File: src/rtl/clkseq_pkg.sv
// Shared types and terminal-count helpers for the clock-group reset sequencer.
package clkseq_pkg;

    typedef enum logic [2:0] {
        ST_RUN    = 3'd0,
        ST_DRAIN  = 3'd1,
        ST_GATE   = 3'd2,
        ST_RESET  = 3'd3,
        ST_SETTLE = 3'd4
    } state_t;

    localparam int CLKSEQ_CNT_W = 8;

    // A phase lasting N cycles ends when the counter (started at 0) reads N-1.
    function automatic int unsigned last_count(input int unsigned cycles);
        return (cycles == 0) ? 0 : cycles - 1;
    endfunction

endpackage

File: src/rtl/clkseq_phase_counter.sv
// Phase counter: clears on state change, counts while enabled, flags the terminal value.
// Holds at the terminal value instead of wrapping, so an unbounded wait never aliases.
module clkseq_phase_counter
    import clkseq_pkg::*;
#(
    parameter int W = CLKSEQ_CNT_W
) (
    input  logic         clock,
    input  logic         reset,
    input  logic         clear,
    input  logic         inc,
    input  logic [W-1:0] term,
    output logic         at_term
);

    logic [W-1:0] cnt;

    always_ff @(posedge clock or posedge reset) begin
        if (reset) begin
            cnt <= '0;
        end else if (clear) begin
            cnt <= '0;
        end else if (inc && !at_term) begin
            cnt <= cnt + 1'b1;
        end
    end

    assign at_term = (cnt == term);

endmodule

File: src/rtl/clock_group_reset_sequencer.sv
// Drain -> gate -> reset -> settle -> run sequencer for one clock-group member; request accepted only in RUN.
// Optional drain timeout under CLKSEQ_DRAIN_TIMEOUT_EN; otherwise DRAIN waits for the member's ack forever.
module clock_group_reset_sequencer
    import clkseq_pkg::*;
#(
    parameter int RST_CYCLES    = 16,
    parameter int SETTLE_CYCLES = 4,
    parameter int CNT_W         = CLKSEQ_CNT_W,
    parameter int DRAIN_TIMEOUT = 255
) (
    input  logic clock,
    input  logic reset,
    input  logic io_req_valid,
    output logic io_req_ready,
    output logic io_quiesce_req,
    input  logic io_quiesce_ack,
    output logic io_member_clock_en,
    output logic io_member_reset,
    output logic io_busy,
    output logic io_done,
    output logic io_timeout
);

    localparam logic [CNT_W-1:0] RST_LAST    = CNT_W'(last_count(RST_CYCLES));
    localparam logic [CNT_W-1:0] SETTLE_LAST = CNT_W'(last_count(SETTLE_CYCLES));
    localparam logic [CNT_W-1:0] DRAIN_LAST  = CNT_W'(last_count(DRAIN_TIMEOUT));

    state_t           state;
    state_t           state_nxt;
    logic             cnt_inc;
    logic             cnt_clr;
    logic             at_term;
    logic [CNT_W-1:0] term;
    logic             done_q;
`ifdef CLKSEQ_DRAIN_TIMEOUT_EN
    logic             set_timeout;
    logic             timeout_q;
`endif

    always_ff @(posedge clock or posedge reset) begin
        if (reset) begin
            state <= ST_GATE;
        end else begin
            state <= state_nxt;
        end
    end

    always_comb begin
        term = '0;
        case (state)
            ST_DRAIN:  term = DRAIN_LAST;
            ST_RESET:  term = RST_LAST;
            ST_SETTLE: term = SETTLE_LAST;
            default:   term = '0;
        endcase
    end

    always_comb begin
        state_nxt          = state;
        cnt_inc            = 1'b0;
        io_member_clock_en = 1'b0;
        io_member_reset    = 1'b1;
        io_quiesce_req     = 1'b0;
        io_req_ready       = 1'b0;
`ifdef CLKSEQ_DRAIN_TIMEOUT_EN
        set_timeout        = 1'b0;
`endif
        case (state)
            ST_RUN: begin
                io_member_clock_en = 1'b1;
                io_member_reset    = 1'b0;
                io_req_ready       = 1'b1;
                if (io_req_valid) begin
                    state_nxt = ST_DRAIN;
                end
            end
            ST_DRAIN: begin
                io_member_clock_en = 1'b1;
                io_member_reset    = 1'b0;
                io_quiesce_req     = 1'b1;
                cnt_inc            = 1'b1;
                if (io_quiesce_ack) begin
                    state_nxt = ST_GATE;
`ifdef CLKSEQ_DRAIN_TIMEOUT_EN
                end else if (at_term) begin
                    state_nxt   = ST_GATE;
                    set_timeout = 1'b1;
`endif
                end
            end
            ST_GATE: begin
                state_nxt = ST_RESET;
            end
            ST_RESET: begin
                // Reset is held with the clock running so the member sees real edges.
                io_member_clock_en = 1'b1;
                cnt_inc            = 1'b1;
                if (at_term) begin
                    state_nxt = (SETTLE_CYCLES == 0) ? ST_RUN : ST_SETTLE;
                end
            end
            ST_SETTLE: begin
                io_member_clock_en = 1'b1;
                io_member_reset    = 1'b0;
                cnt_inc            = 1'b1;
                if (at_term) begin
                    state_nxt = ST_RUN;
                end
            end
            default: begin
                state_nxt = ST_GATE;
            end
        endcase
    end

    assign cnt_clr = (state_nxt != state);
    assign io_busy = (state != ST_RUN);

    clkseq_phase_counter #(
        .W(CNT_W)
    ) u_phase_counter (
        .clock  (clock),
        .reset  (reset),
        .clear  (cnt_clr),
        .inc    (cnt_inc),
        .term   (term),
        .at_term(at_term)
    );

    always_ff @(posedge clock or posedge reset) begin
        if (reset) begin
            done_q <= 1'b0;
        end else begin
            done_q <= (state_nxt == ST_RUN) && (state != ST_RUN);
        end
    end

    assign io_done = done_q;

`ifdef CLKSEQ_DRAIN_TIMEOUT_EN
    always_ff @(posedge clock or posedge reset) begin
        if (reset) begin
            timeout_q <= 1'b0;
        end else if (state == ST_RUN && io_req_valid) begin
            timeout_q <= 1'b0;
        end else if (set_timeout) begin
            timeout_q <= 1'b1;
        end
    end

    assign io_timeout = timeout_q;
`else
    assign io_timeout = 1'b0;
`endif

endmodule

File: config.mk
export PLATFORM = sky130hd
export DESIGN_NAME = clock_group_reset_sequencer
export DESIGN_NICKNAME = d
export VERILOG_FILES = /design/src/rtl/clkseq_pkg.sv /design/src/rtl/clkseq_phase_counter.sv /design/src/rtl/clock_group_reset_sequencer.sv
export SDC_FILE = /design/constraint.sdc
export NUM_CORES = 1
export LEC_CHECK = 0
export ABC_AREA = 0
export CORE_MARGIN = 4
export CORE_UTILIZATION = 30
export DETAILED_ROUTE_END_ITERATION = 7
export PLACE_DENSITY_LB_ADDON = 0.2
export SYNTH_ARGS = -nofsm -noshare
export SYNTH_HDL_FRONTEND = slang
export SYNTH_HIERARCHICAL = 1
export SYNTH_SLANG_ARGS = --single-unit
export TNS_END_PERCENT = 20
File: constraint.sdc
create_clock -name clock -period 3 [get_ports clock]
set_input_delay 0.45 -clock clock [delete_from_list [all_inputs] [get_ports clock]]
set_output_delay 0.45 -clock clock [all_outputs]
set_load 0.1 [all_outputs]
# Word-level counts from Yosys, hierarchy flattened
# Cells that the tools add are included.
totals:
  register_bits: 12
  elab_cells: 33
classes:
  add_sub_neg: 1
  eq_ne: 6
  n_mux: 13
  n_reduce_logical: 10
op_table:
  columns: ["op", "n"]
  rows:
  - ["$pmux W8 S3", 1]
  - ["$mux W8", 2]
  - ["$pmux W3 S5", 1]
  - ["$mux W3", 4]
  - ["$add A8 B1 Y8 const B", 1]
  - ["$eq A8 B8 Y1", 1]
  - ["$eq A3 B2 Y1 const B", 2]
  - ["$logic_not A3 Y1", 2]
  - ["$reduce_or A3 Y1", 2]
  - ["$mux W1", 5]
  - ["$reduce_or A4 Y1", 1]
  - ["$eq A3 B1 Y1 const B", 1]
  - ["$eq A3 B3 Y1 const B", 1]
  - ["$ne A3 B3 Y1", 1]
  - ["$reduce_bool A3 Y1", 1]
  - ["$logic_and A1 B1 Y1", 2]
  - ["$reduce_bool A2 Y1", 1]
  - ["$logic_not A1 Y1", 1]

# Longest topological paths before layout
depth:
  word_depth: 7
  ltp_mapped: 14
  mapped_depth_nobuf: 13

# By module
# The synthesis kept the hierarchy.
by_module_without_submodules:
  columns: ["mod", "n_inst", "cells_per_inst", "area_per_inst_um2"]
  rows:
  - ["clkseq_phase_counter", 1, 60, 595.6]
  - ["clock_group_reset_sequencer", 1, 37, 296.5]

# Worst setup path before layout
# No wires, ideal clock.
synth_timing:
  kind: "register to register"
  startpoint: "register state[2]"
  endpoint: "register u_phase_counter.cnt[2]"
  setup_time_ns: 0.128
  t_arrival_ns: 2.941
  required_ns: 2.872
  path_slack_ns: -0.068
  path_stages_with_launch: 13
  n_path_buf: 1
  cell_sequence: "dfrtp_1 inv_1 nand2_1 nor2_1 xor2_1 nor4_4 and2_1 nand3b_1 o21ai_0 a21oi_1 clkbuf_1 nor2_1 mux2_1"
synth_between:
  elab_chain_cells: 7
  word_cells_on_any_way: 19
  classes_between: "eq/ne: 6; mux: 8; reduce/logical: 5"
synth_rtl:
  columns: ["item", "line_no", "text"]
  rows:
  - ["from (decl)", "clock_group_reset_sequencer.sv:28", "state_t state;"]
  - ["from (signal assigned)", "clock_group_reset_sequencer.sv:44", "state <= state_nxt;"]
  - ["$eq A3 B3 Y1 (tied with other cells)", "clock_group_reset_sequencer.sv:50", "case (state)"]
  - ["$pmux W8 S3 (*)", "clock_group_reset_sequencer.sv:50", null]
  - ["net term[4]", "clock_group_reset_sequencer.sv:33", "logic [CNT_W-1:0] term;"]
  - ["$eq A8 B8 Y1 (*)", "clkseq_phase_counter.sv:28", "assign at_term = (cnt == term);"]
  - ["net at_term", "clock_group_reset_sequencer.sv:32", "logic at_term;"]
  - ["$mux W3 (on tied branches)", "clock_group_reset_sequencer.sv:106, clock_group_reset_sequencer.sv:98", null]
  - ["$pmux W3 S5 (*)", "clock_group_reset_sequencer.sv:68", "case (state)"]
  - ["$ne A3 B3 Y1 (*)", "clock_group_reset_sequencer.sv:116", "assign cnt_clr = (state_nxt != state);"]
  - ["net cnt_clr", "clock_group_reset_sequencer.sv:31", "logic cnt_clr;"]
  - ["$mux W8 / $reduce_bool A2 Y1 (equally long branches)", null, null]
  - ["to (signal assigned)", "clkseq_phase_counter.sv:24", "cnt <= cnt + 1'b1;"]
  - ["to (decl)", "clkseq_phase_counter.sv:16", "logic [W-1:0] cnt;"]
# The timed path passes the listed nets; every way through them passes the cells marked *.
# A chain may end at the register's enable or synchronous reset.

# Final worst setup path
layout_timing:
  startpoint: "register state[0]"
  endpoint: "register u_phase_counter.cnt[4]"
# The elaborated chain is that of the path after synthesis.

==> metrics.txt <==
status=finished, final reports clean; RSZ-0062 raised after global routing=false; first-pass GRT wire length=3040 um; commonest non-fill, non-tap cell in the layout=dfrtp_1; CP Data Arrival Time=2890 ps; P_leak=0.519 nW; CP Buf/Inv Count=1; # Post-CTS Setup Buffers=0; Placed Area=1010 um2; DR WL/cell=12.5 um; antenna-violating nets left=0; Worst Hold Class=input pin to async pin; largest net degree at the start of global routing=17; Max Freq=367 MHz; final net count=115; CP cell instances=nand2_1 -> nor2_2 -> xor2_1 -> nor4_4 -> and2_2 -> nand3b_1 -> o21ai_0 -> a21oi_2 -> buf_4 -> nor2_1 -> mux2_1; Area Overhead vs Synth=17.1%; Most used DFF post-synth=dfrtp_1; Syn Nets=102; CTS tree=done; initial antenna violation count=0; Sink Count=12; Clk pin slew, worst setup/hold paths=80 ps; setup TNS=0 ps; die area=3910 um2; area occupied by multi-input gates=552 um2; die height=62.5 um; Slew Viols, Final=0; Synth Area per Inst=9.20 um2; startpoint type of the worst setup path=flip-flop; Post-DP HPWL=1370 um; maximum VDD drop=0.316 mV; core area=2810 um2; number of synthesized flops with an enable pin=0; Post-Syn Area=892 um2; clock root cell=clkbuf_4; DIE WIDTH=62.5 um; biggest cell delay along the critical path=520 ps; residual DRC count=0; Setup Viol. Count Final=0; row cnt=19; Syn Inst Count=97; Critical Path RT=3160 ps; clk buf depth=2; Skew-Pair Late Insertion Delay=270 ps; overflow left after global routing=0; I/O pin cnt=11; Iter 0 DRT Violations=29; Register Area=302 um2; Fillers=307; H-tree levels=1; design area=1040 um2; crit end category=flip-flop; Tot Pwr=0.00117 W; sequential share of the synthesized area=0.338; max-cap violation count=0; final hold violation count=0; most frequent cells in the layout=11 x dfrtp_1, 10 x nor2_1, 9 x buf_4; gpl congestion=0.792; CTS buffer count=3; number of synthesized register bits=12; Crit-path slowest cell=dfrtp_1; port buffer count=9; initial core utilization=0.318; PD cells=1120 nW/um2; vias in the first global route=712; Final Skew=0.949 ps; fin crit share=0.908; kind of critical path=flip-flop to flip-flop; Crit path max-delay family=simple AND/OR/NAND/NOR gates; count of warnings emitted by yosys=6; gr usage total=0.0958; Final min period=2720 ps; Worst Path Max Fanout=16; Synth area leader=dfrtp_1; ys async rst share=1.00; synth top area cells=dfrtp_1 31%, xor2_1 7.9%, mux2_1 7.6%; # diodes=0; detailed-route via count=697; DRT Wirelength=1750 um; top cell type's share of synthesized area=0.309; Yosys cell types=34; TritonRoute pass-1 iters=4; post-DR vias/cell=4.98; share of layout cells above drive strength 1=0.257
[cell usage after synthesis (2+ instances only)]
cell type	count
dfrtp_1	11
nor2_1	11
a21oi_1	8
xor2_1	8
nand2_1	7
nor2b_1	7
mux2_1	6
inv_1	5
nand3_1	3
mux2_2	2
mux2i_1	2
nand2b_1	2
nand4_1	2
nor4_4	2
o21ai_0	2
[where the power goes]
| part | total (W) | switching (W) | leakage (nW) | internal (W) |
|---|---|---|---|---|
| logic | 0.000749 | 0.000452 | 0.346 | 0.000297 |
| clock network | 0.000129 | 0.0000553 | 0.0210 | 0.0000738 |
| registers | 0.000290 | 0.0000758 | 0.152 | 0.000214 |
| total | 0.00117 | 0.000583 | 0.519 | 0.000585 |
[through the flow]
stage,worst slack (ps),utilization,hold slack [ps],cells
floorplan,68.6,-,215,97
global placement,300,0.359,569,136
detailed placement,199,0.359,574,136
CTS,185,0.372,375,140
global route,27.4,0.372,406,140
finish,275,0.372,373,140
[worst reg2reg max path, cell delays in order (launching register included)]
cell and delay, ps:
dfrtp_1 520, nand2_1 200, nor2_2 250, xor2_1 150, nor4_4 310, and2_2 240
nand3b_1 110, o21ai_0 120, a21oi_2 150, buf_4 200, nor2_1 70, mux2_1 280
[timing repair]
action	in CTS	in global routing
endpoints found under the setup margin	0	7
gates resized for setup	0	2
hold buffers	0	0
[registers in the layout, indices dropped and copies added (netlist names)]
| name | flops |
|---|---|
| u_phase_counter/cnt | 8 |
| state | 3 |
| io_done | 1 |
[worst paths after layout]
| check | start | endpoint | slack, ps | depth (start not counted) |
|---|---|---|---|---|
| max | state[0] | u_phase_counter/cnt[4] | 280 | 11 |
| min | reset | state[0] | 370 | 2 |
| max reg2reg | state[0] | u_phase_counter/cnt[4] | 280 | 11 |
| min reg2reg | state[2] | state[2] | 610 | 1 |
| max in group asynchronous | reset | u_phase_counter/cnt[7] | 2290 | 2 |
| min in group clock | state[2] | state[2] | 610 | 1 |
[routing by layer]
layer / up-vias / global-route usage / wire (um)
li1: 353 / - / -
met1: 328 / 0.110 / 843
met2: 14 / 0.169 / 820
met3: 2 / 0.0270 / 64
met4: 0 / 0.0331 / 17
met5: - / 0 / 0
[cell type report]
cell class,count,share of cell area
Inverter,5,0.0180
Multi-Input combinational cell,76,0.528
Sequential cell,12,0.289
Clock buffer,4,0.0347
Tap cell,31,0.0371
Timing Repair Buffer,12,0.0934
[kinds of logic (layout without fill, tap and decap cells)]
group | after synthesis | count (layout) | synth area share
adders and majority gates | 1 | 1 | 0.0140
DFF | 12 | 12 | 0.338
AOI/OAI and AO/OA | 15 | 15 | 0.112
and+or+nand+nor | 41 | 41 | 0.278
muxes | 10 | 10 | 0.123
buffers and inverters | 9 | 21 | 0.0519
other | 1 | 1 | 0.00420
xor gates and xnor gates | 8 | 8 | 0.0785
Power figures use the tool's default switching activity.
